## src/rtl/nonce_gen_mc.sv

```systemverilog
// Multi-lane nonce generator: loads an 80-byte header, computes this instance's
// nonce slice and deals nonces round-robin to NUM_LANES hash-core FIFOs.
module nonce_gen_mc #(
    parameter int unsigned NUM_LANES = 4,
    parameter int unsigned SLICE_IDX = 0,
    parameter logic [63:0] PAD_WORD  = 64'h8000000000000280
) (
    input  logic                      clk,
    input  logic                      rst,
    input  logic                      start,
    input  logic                      stop,
    input  logic                      hdr_valid,
    output logic                      hdr_ready,
    input  logic [31:0]               hdr_word,
    input  logic [31:0]               nonce_size,
    output logic [NUM_LANES-1:0]      hashin_we,
    output logic [64*NUM_LANES-1:0]   hashin_din,
    input  logic [NUM_LANES-1:0]      hashin_full,
    output logic [NUM_LANES-1:0]      nonce_we,
    output logic [32*NUM_LANES-1:0]   nonce_din,
    input  logic [NUM_LANES-1:0]      nonce_full,
    output logic                      stop_ack,
    output logic                      done,
    output logic [31:0]               nonce_end,
    output logic [31:0]               issued_cnt
);
    localparam int unsigned LW = (NUM_LANES > 1) ? $clog2(NUM_LANES) : 1;
    localparam int unsigned NP = 1 << LW;
    localparam logic [LW:0]   NL   = (LW+1)'(NUM_LANES);
    localparam logic [LW-1:0] LAST = LW'(NUM_LANES - 1);

    typedef enum logic [2:0] {S_IDLE, S_LOAD, S_RANGE, S_ISSUE, S_BURST} state_t;

    state_t        state_q, state_d;
    logic [639:0]  hdr_q, hdr_d;
    logic [639:0]  pkt_q, pkt_d;
    logic [4:0]    wcnt_q, wcnt_d;
    logic [31:0]   size_q, size_d;
    logic [32:0]   cur_q, cur_d;
    logic [32:0]   end_q, end_d;
    logic [31:0]   nonce_end_q, nonce_end_d;
    logic [31:0]   issued_q, issued_d;
    logic [LW-1:0] rr_q, rr_d;
    logic [LW-1:0] lane_q, lane_d;
    logic [3:0]    beat_q, beat_d;
    logic          done_q, done_d;

    logic [40:0]   base_w, end_w;
    logic [NP-1:0] elig_pad;
    logic [LW:0]   idx;
    logic          grant_ok;
    logic [LW-1:0] grant_lane;
    logic          beat_wr;

    // 41 bits hold nonce_size*255 plus w0 plus nonce_size without overflow
    assign base_w = {9'd0, hdr_q[31:0]} + ({9'd0, size_q} * 41'(SLICE_IDX));
    assign end_w  = base_w + {9'd0, size_q};

    always_comb begin
        elig_pad                 = '0;
        elig_pad[NUM_LANES-1:0]  = ~hashin_full & ~nonce_full;
        grant_ok                 = 1'b0;
        grant_lane               = '0;
        idx                      = '0;
        for (int unsigned k = 0; k < NUM_LANES; k++) begin
            idx = {1'b0, rr_q} + (LW+1)'(k);
            if (idx >= NL) idx = idx - NL;
            if (!grant_ok && elig_pad[idx[LW-1:0]]) begin
                grant_ok   = 1'b1;
                grant_lane = idx[LW-1:0];
            end
        end
    end

    always_comb begin
        state_d     = state_q;
        hdr_d       = hdr_q;
        pkt_d       = pkt_q;
        wcnt_d      = wcnt_q;
        size_d      = size_q;
        cur_d       = cur_q;
        end_d       = end_q;
        nonce_end_d = nonce_end_q;
        issued_d    = issued_q;
        rr_d        = rr_q;
        lane_d      = lane_q;
        beat_d      = beat_q;
        done_d      = 1'b0;
        beat_wr     = 1'b0;
        hashin_we   = '0;
        hashin_din  = '0;
        nonce_we    = '0;
        nonce_din   = '0;

        case (state_q)
            S_IDLE: begin
                if (start) begin
                    size_d   = nonce_size;
                    issued_d = '0;
                    wcnt_d   = '0;
                    state_d  = S_LOAD;
                end
            end
            S_LOAD: begin
                if (stop) begin
                    state_d = S_IDLE;
                    done_d  = 1'b1;
                end else if (hdr_valid) begin
                    for (int unsigned k = 0; k < 20; k++)
                        if (wcnt_q == 5'(k)) hdr_d[32*k +: 32] = hdr_word;
                    wcnt_d = wcnt_q + 5'd1;
                    if (wcnt_q == 5'd19) state_d = S_RANGE;
                end
            end
            S_RANGE: begin
                if (size_q == '0 || base_w[40:32] != '0) begin
                    state_d     = S_IDLE;
                    done_d      = 1'b1;
                    nonce_end_d = (base_w[40:32] != '0) ? '1 : base_w[31:0];
                end else begin
                    cur_d   = base_w[32:0];
                    state_d = S_ISSUE;
                    // 33-bit end keeps nonce 0xFFFFFFFF issuable
                    if (end_w[40:32] != '0) begin
                        end_d       = 33'h1_0000_0000;
                        nonce_end_d = '1;
                    end else begin
                        end_d       = {1'b0, end_w[31:0]};
                        nonce_end_d = end_w[31:0];
                    end
                end
            end
            S_ISSUE: begin
                if (stop || cur_q >= end_q) begin
                    state_d = S_IDLE;
                    done_d  = 1'b1;
                end else if (grant_ok) begin
                    for (int unsigned i = 0; i < NUM_LANES; i++) begin
                        if (LW'(i) == grant_lane) begin
                            hashin_we[i]          = 1'b1;
                            hashin_din[64*i +: 64] = PAD_WORD;
                            nonce_we[i]           = 1'b1;
                            nonce_din[32*i +: 32]  = cur_q[31:0];
                        end
                    end
                    pkt_d    = {hdr_q[639:32], cur_q[7:0], cur_q[15:8], cur_q[23:16], cur_q[31:24]};
                    cur_d    = cur_q + 33'd1;
                    issued_d = issued_q + 32'd1;
                    rr_d     = (grant_lane == LAST) ? '0 : grant_lane + 1'b1;
                    lane_d   = grant_lane;
                    beat_d   = '0;
                    state_d  = S_BURST;
                end
            end
            S_BURST: begin
                for (int unsigned i = 0; i < NUM_LANES; i++) begin
                    if (LW'(i) == lane_q && !hashin_full[i]) begin
                        hashin_we[i]          = 1'b1;
                        hashin_din[64*i +: 64] = pkt_q[639:576];
                        beat_wr               = 1'b1;
                    end
                end
                if (beat_wr) begin
                    pkt_d  = pkt_q << 64;
                    beat_d = beat_q + 4'd1;
                    if (beat_q == 4'd9) state_d = S_ISSUE;
                end
            end
            default: state_d = S_IDLE;
        endcase
    end

    always_ff @(posedge clk) begin
        if (rst) begin
            state_q     <= S_IDLE;
            hdr_q       <= '0;
            pkt_q       <= '0;
            wcnt_q      <= '0;
            size_q      <= '0;
            cur_q       <= '0;
            end_q       <= '0;
            nonce_end_q <= '0;
            issued_q    <= '0;
            rr_q        <= '0;
            lane_q      <= '0;
            beat_q      <= '0;
            done_q      <= 1'b0;
        end else begin
            state_q     <= state_d;
            hdr_q       <= hdr_d;
            pkt_q       <= pkt_d;
            wcnt_q      <= wcnt_d;
            size_q      <= size_d;
            cur_q       <= cur_d;
            end_q       <= end_d;
            nonce_end_q <= nonce_end_d;
            issued_q    <= issued_d;
            rr_q        <= rr_d;
            lane_q      <= lane_d;
            beat_q      <= beat_d;
            done_q      <= done_d;
        end
    end

    assign hdr_ready  = (state_q == S_LOAD);
    assign stop_ack   = (state_q == S_IDLE);
    assign done       = done_q;
    assign nonce_end  = nonce_end_q;
    assign issued_cnt = issued_q;
endmodule

```

## config.mk

```make
export PLATFORM = sky130hd
export DESIGN_NAME = nonce_gen_mc
export DESIGN_NICKNAME = d
export VERILOG_FILES = /design/src/rtl/nonce_gen_mc.sv
export SDC_FILE = /design/constraint.sdc
export NUM_CORES = 2
export LEC_CHECK = 0
export ABC_CLOCK_PERIOD_IN_PS = 2800
export CAP_MARGIN = 20
export CORE_ASPECT_RATIO = 1.4
export CORE_MARGIN = 3
export CORE_UTILIZATION = 53
export CTS_BUF_LIST = sky130_fd_sc_hd__clkbuf_16
export CTS_CLUSTER_DIAMETER = 120
export CTS_CLUSTER_SIZE = 8
export DETAILED_ROUTE_END_ITERATION = 7
export PLACE_DENSITY = 0.88
export SKIP_LAST_GASP = 1
export SYNTH_ARGS = -nofsm -noshare
export SYNTH_HDL_FRONTEND = slang
export SYNTH_SLANG_ARGS = --single-unit
```

## constraint.sdc

```tcl
create_clock -name clk -period 2.8 [get_ports clk]
set_input_delay 0.56 -clock clk [delete_from_list [all_inputs] [get_ports clk]]
set_output_delay 0.56 -clock clk [all_outputs]
set_load 0.01 [all_outputs]
```

==> results.py <==
metrics = {
    "run_status": {
        "status": "complete, but fails checks",
        "violations": "design-rule violations, negative setup slack",
    },
    "worst_setup_path": {
        "slowest_delay_ns": 0.36,
        "crit_chain": "inv_1 -> ha_1 -> and4_4 -> nor2b_4 -> nand3_4 -> a311oi_4 -> o31ai_4 -> nor2b_4 -> buf_12 -> buf_12 -> buf_8 -> nand2_8 -> buf_6 -> clkinvlp_4 -> buf_6",
        "cp_num_buf_inv": 7,
        "worstPathRequired_ns": 2.24,
        "cp.arrival_ns": 3.63,
        "path_delay_family": "buffers and inverters",
        "cp_max_fo": 5,
        "critPathKind": "reg2out",
        "start_kind": "flop",
        "cpMaxStageDelayCell": "a311oi_4",
        "end_kind": "output pin",
    },
    "synth": {
        "synth.area.top_cells": "dfxtp_1, nand2_1, a21oi_1",
        "syn-num-nets": 8287,
        "syn_area_per_cell_um2": 7.814,
        "synth_top_area_frac": 0.4597,
        "seq_area_frac_synth": 0.4597,
        "yosysMostFrequentCell": "nand2_1",
        "netlist_instances": 8131,
        "synth_edf_count": 0,
        "synth_async_sr_flop_share": 0,
        "synth_commonest_cells": "nand2_1, dfxtp_1, a21oi_1",
        "ys_ff_latch": 1459,
        "yosysUniqueCellTypes": 86,
        "synth_area_um2": 63540,
        "synth_ff_type": "dfxtp_1",
        "ys_warn_count": 0,
        "yosysTopAreaCell": "dfxtp_1",
    },
    "detailed_routing": {
        "drtIter0Drc": 9109,
        "drc": 23,
        "vias": 66270,
        "wirelength_mm": 254.3,
        "wl_per_cell_um": 24.63,
        "ant_nets": 0,
        "avgViaCountPerCell": 6.418,
        "first_pass_iters": 8,
    },
    "timing": {
        "skew_ns": 0.06092,
        "hold_viol_final": 0,
        "setup_viol": 1171,
        "period_minus_slack_ns": 4.190,
        "clock.fmax_mhz": 238.7,
        "rsz0062_at_grt": "yes",
        "period_share": 1.496,
        "relSlewSlack": 0.1378,
        "finalMaxSlewViolations": 0,
        "worst_pin_slew_ns": 1.293,
        "worst_slack_ns": -1.390,
        "setup_tns_ns": -684.62,
    },
    "power": {
        "p_per_area_nw_per_um2": 566.1,
        "peakVddDrop_uv": 741.1,
        "p_total_mw": 45.41,
        "cellLeakagePower_nw": 26.46,
    },
    "cts": {
        "htreeDepth": 4,
        "cts_buffer_depth": 3,
        "cts_tree": "yes",
        "cts_buffers": 200,
        "clock_latency_ns": 0.83,
        "root_buffer": "clkbuf_16",
        "clock_sinks": 1459,
        "path_clk_slew_ns": 0.05,
    },
    "die": {
        "dieArea_um2": 124100,
        "die_h_um": 415.7,
        "pin_count": 536,
        "die_w_um": 298.6,
        "initial_core_util": 0.5367,
        "core_area_um2": 118400,
        "rows": 149,
    },
    "finish": {
        "design_area_um2": 80210,
        "drive_above_1_share": 0.1587,
        "final_nets": 8864,
        "fillers": 8083,
        "syn2layout_area_growth_pct": 26.24,
    },
    "global_route": {
        "antenna_found_initial": 16,
        "grt_max_degree": 214,
        "grt_pass1_vias": 62490,
        "overflow": 0,
        "groute.usage.overall": 0.3723,
        "grt_pass1_wl_mm": 362.8,
    },
    "hold_path": {
        "hold_path_class": "in2reg",
    },
    "placed_design": {
        "postPlaceCellArea_um2": 72840,
        "gp_congestion": 0.9769,
        "io_buffers": 535,
        "hpwl_mm": 154.2,
    },
    "run": {
        "drv_cap": 0,
    },
}
==> per-layer routing <==
layer  part of all wire  GRT usage
met1               0.33     0.4168
met2               0.44     0.5902
met5            0.00041          0
met4               0.10     0.3007
met3               0.12     0.1070
==> power by group <==
group / internal, mW / total (mW) / switching, mW
clock: 12.7 / 21.7 / 8.95
combinational: 0.918 / 2.68 / 1.76
sequential: 20.9 / 21.1 / 0.138
total: 34.6 / 45.4 / 10.8
==> registers in the layout, indices dropped and copies added, names as in the netlist <==
| signal | cells |
|---|---|
| hdr_q | 640 |
| pkt_q | 640 |
| cur_q | 33 |
| end_q | 33 |
| issued_cnt | 32 |
| nonce_end | 32 |
| size_q | 32 |
| wcnt_q | 5 |
| beat_q | 4 |
| state_q | 3 |
| lane_q | 2 |
| rr_q | 2 |
| done | 1 |
==> placed cells by master (no fill, tap or decap), drive strengths merged, types with 9 or more instances in the layout <==
master         netlist  routed
a211oi              18      18
a21o                32      32
a21oi              820     820
a221oi               9       9
a22o                67      67
a311oi             582     582
and2               272     272
and3               110     110
buf                219     713
clkbuf             540     242
clkdlybuf4s50        0     379
clkinv               0       9
dfxtp             1459    1459
diode                0      18
ha                  78      78
inv                 74      77
nand2             2685    2685
nand2b               9       9
nand3               33      33
nand4               28      28
nor2               722     722
nor2b               10      10
nor3                54      54
nor4                17      17
o211ai              11      11
o21a                11      11
o21ai               72      72
o221ai              16      16
o32ai               17      17
or2                 10      10
or3                 32      32
xnor2               21      21
xor2                15      15
==> layout make-up <==
| class | instances | area (um^2) | share of cell area |
|---|---|---|---|
| multi-input cells | 5839 | 31700 | 0.3952 |
| flip-flops and latches | 1459 | 29240 | 0.3646 |
| repair buffers | 1134 | 11570 | 0.1442 |
| clock buffers | 201 | 5030 | 0.06271 |
| well taps | 1585 | 1983 | 0.02472 |
| clock inverters | 15 | 350.3 | 0.004368 |
| inverters | 74 | 290.3 | 0.003619 |
| diodes | 18 | 45.04 | 0.0005616 |
==> worst reg2reg max path: cells and delay by family, from the launching register on <==
kind	cells	cell delay [ns]
buffers and inverters	7	1.24
adders and majority gates	1	0.21
DFF	1	0.31
AOI/OAI and AO/OA	5	0.99
and+or+nand+nor	3	0.58
==> per-stage QoR <==
stage | hold WS (ns) | setup WS (ns) | instances | util
2_1_floorplan | 0.4250 | -0.02414 | 8131 | -
4_1_cts | 0.1728 | -1.340 | 10260 | 0.6687
5_1_grt | 0.1817 | -1.400 | 10310 | 0.6773
3_3_place_gp | 0.4395 | -0.9167 | 9993 | 0.6153
3_5_place_dp | 0.4417 | -0.9190 | 9993 | 0.6153
6_report | 0.1966 | -1.390 | 10330 | 0.6776
==> cells by family after synthesis <==
logic type,count (synthesis),share of synthesized area
flip-flops,1459,0.4597
AND/OR/NAND/NOR,4000,0.2597
adder cells (fa/ha/maj),79,0.01567
multiplexers,3,0.0006892
XOR/XNOR,36,0.004962
AO/OA/AOI/OAI,1721,0.2010
buffers and inverters,833,0.05827
==> worst paths after layout <==
check / start / to / slack, ns / cells past startpoint
worst min register to register: pkt_q[135]$_SDFFE_PP0P_ / pkt_q[199]$_SDFFE_PP0P_ / 0.43 / 2
worst min-delay path: rst / hdr_q[159]$_SDFFE_PP0P_ / 0.20 / 2
worst max register to register: end_q[26]$_SDFFE_PP0P_ / pkt_q[141]$_SDFFE_PP0P_ / -0.64 / 16
worst max-delay path: end_q[23]$_SDFFE_PP0P_ / nonce_we[3] / -1.39 / 15
==> timing repair <==
item                                     CTS  global route
setup buffers                             35            41
pin swaps                                 19            23
gates cloned                              13            21
endpoints found under the setup margin  1165          1170
gates resized for setup                  623           257
hold buffers                               0             0
(Power assumes the default switching activity.)
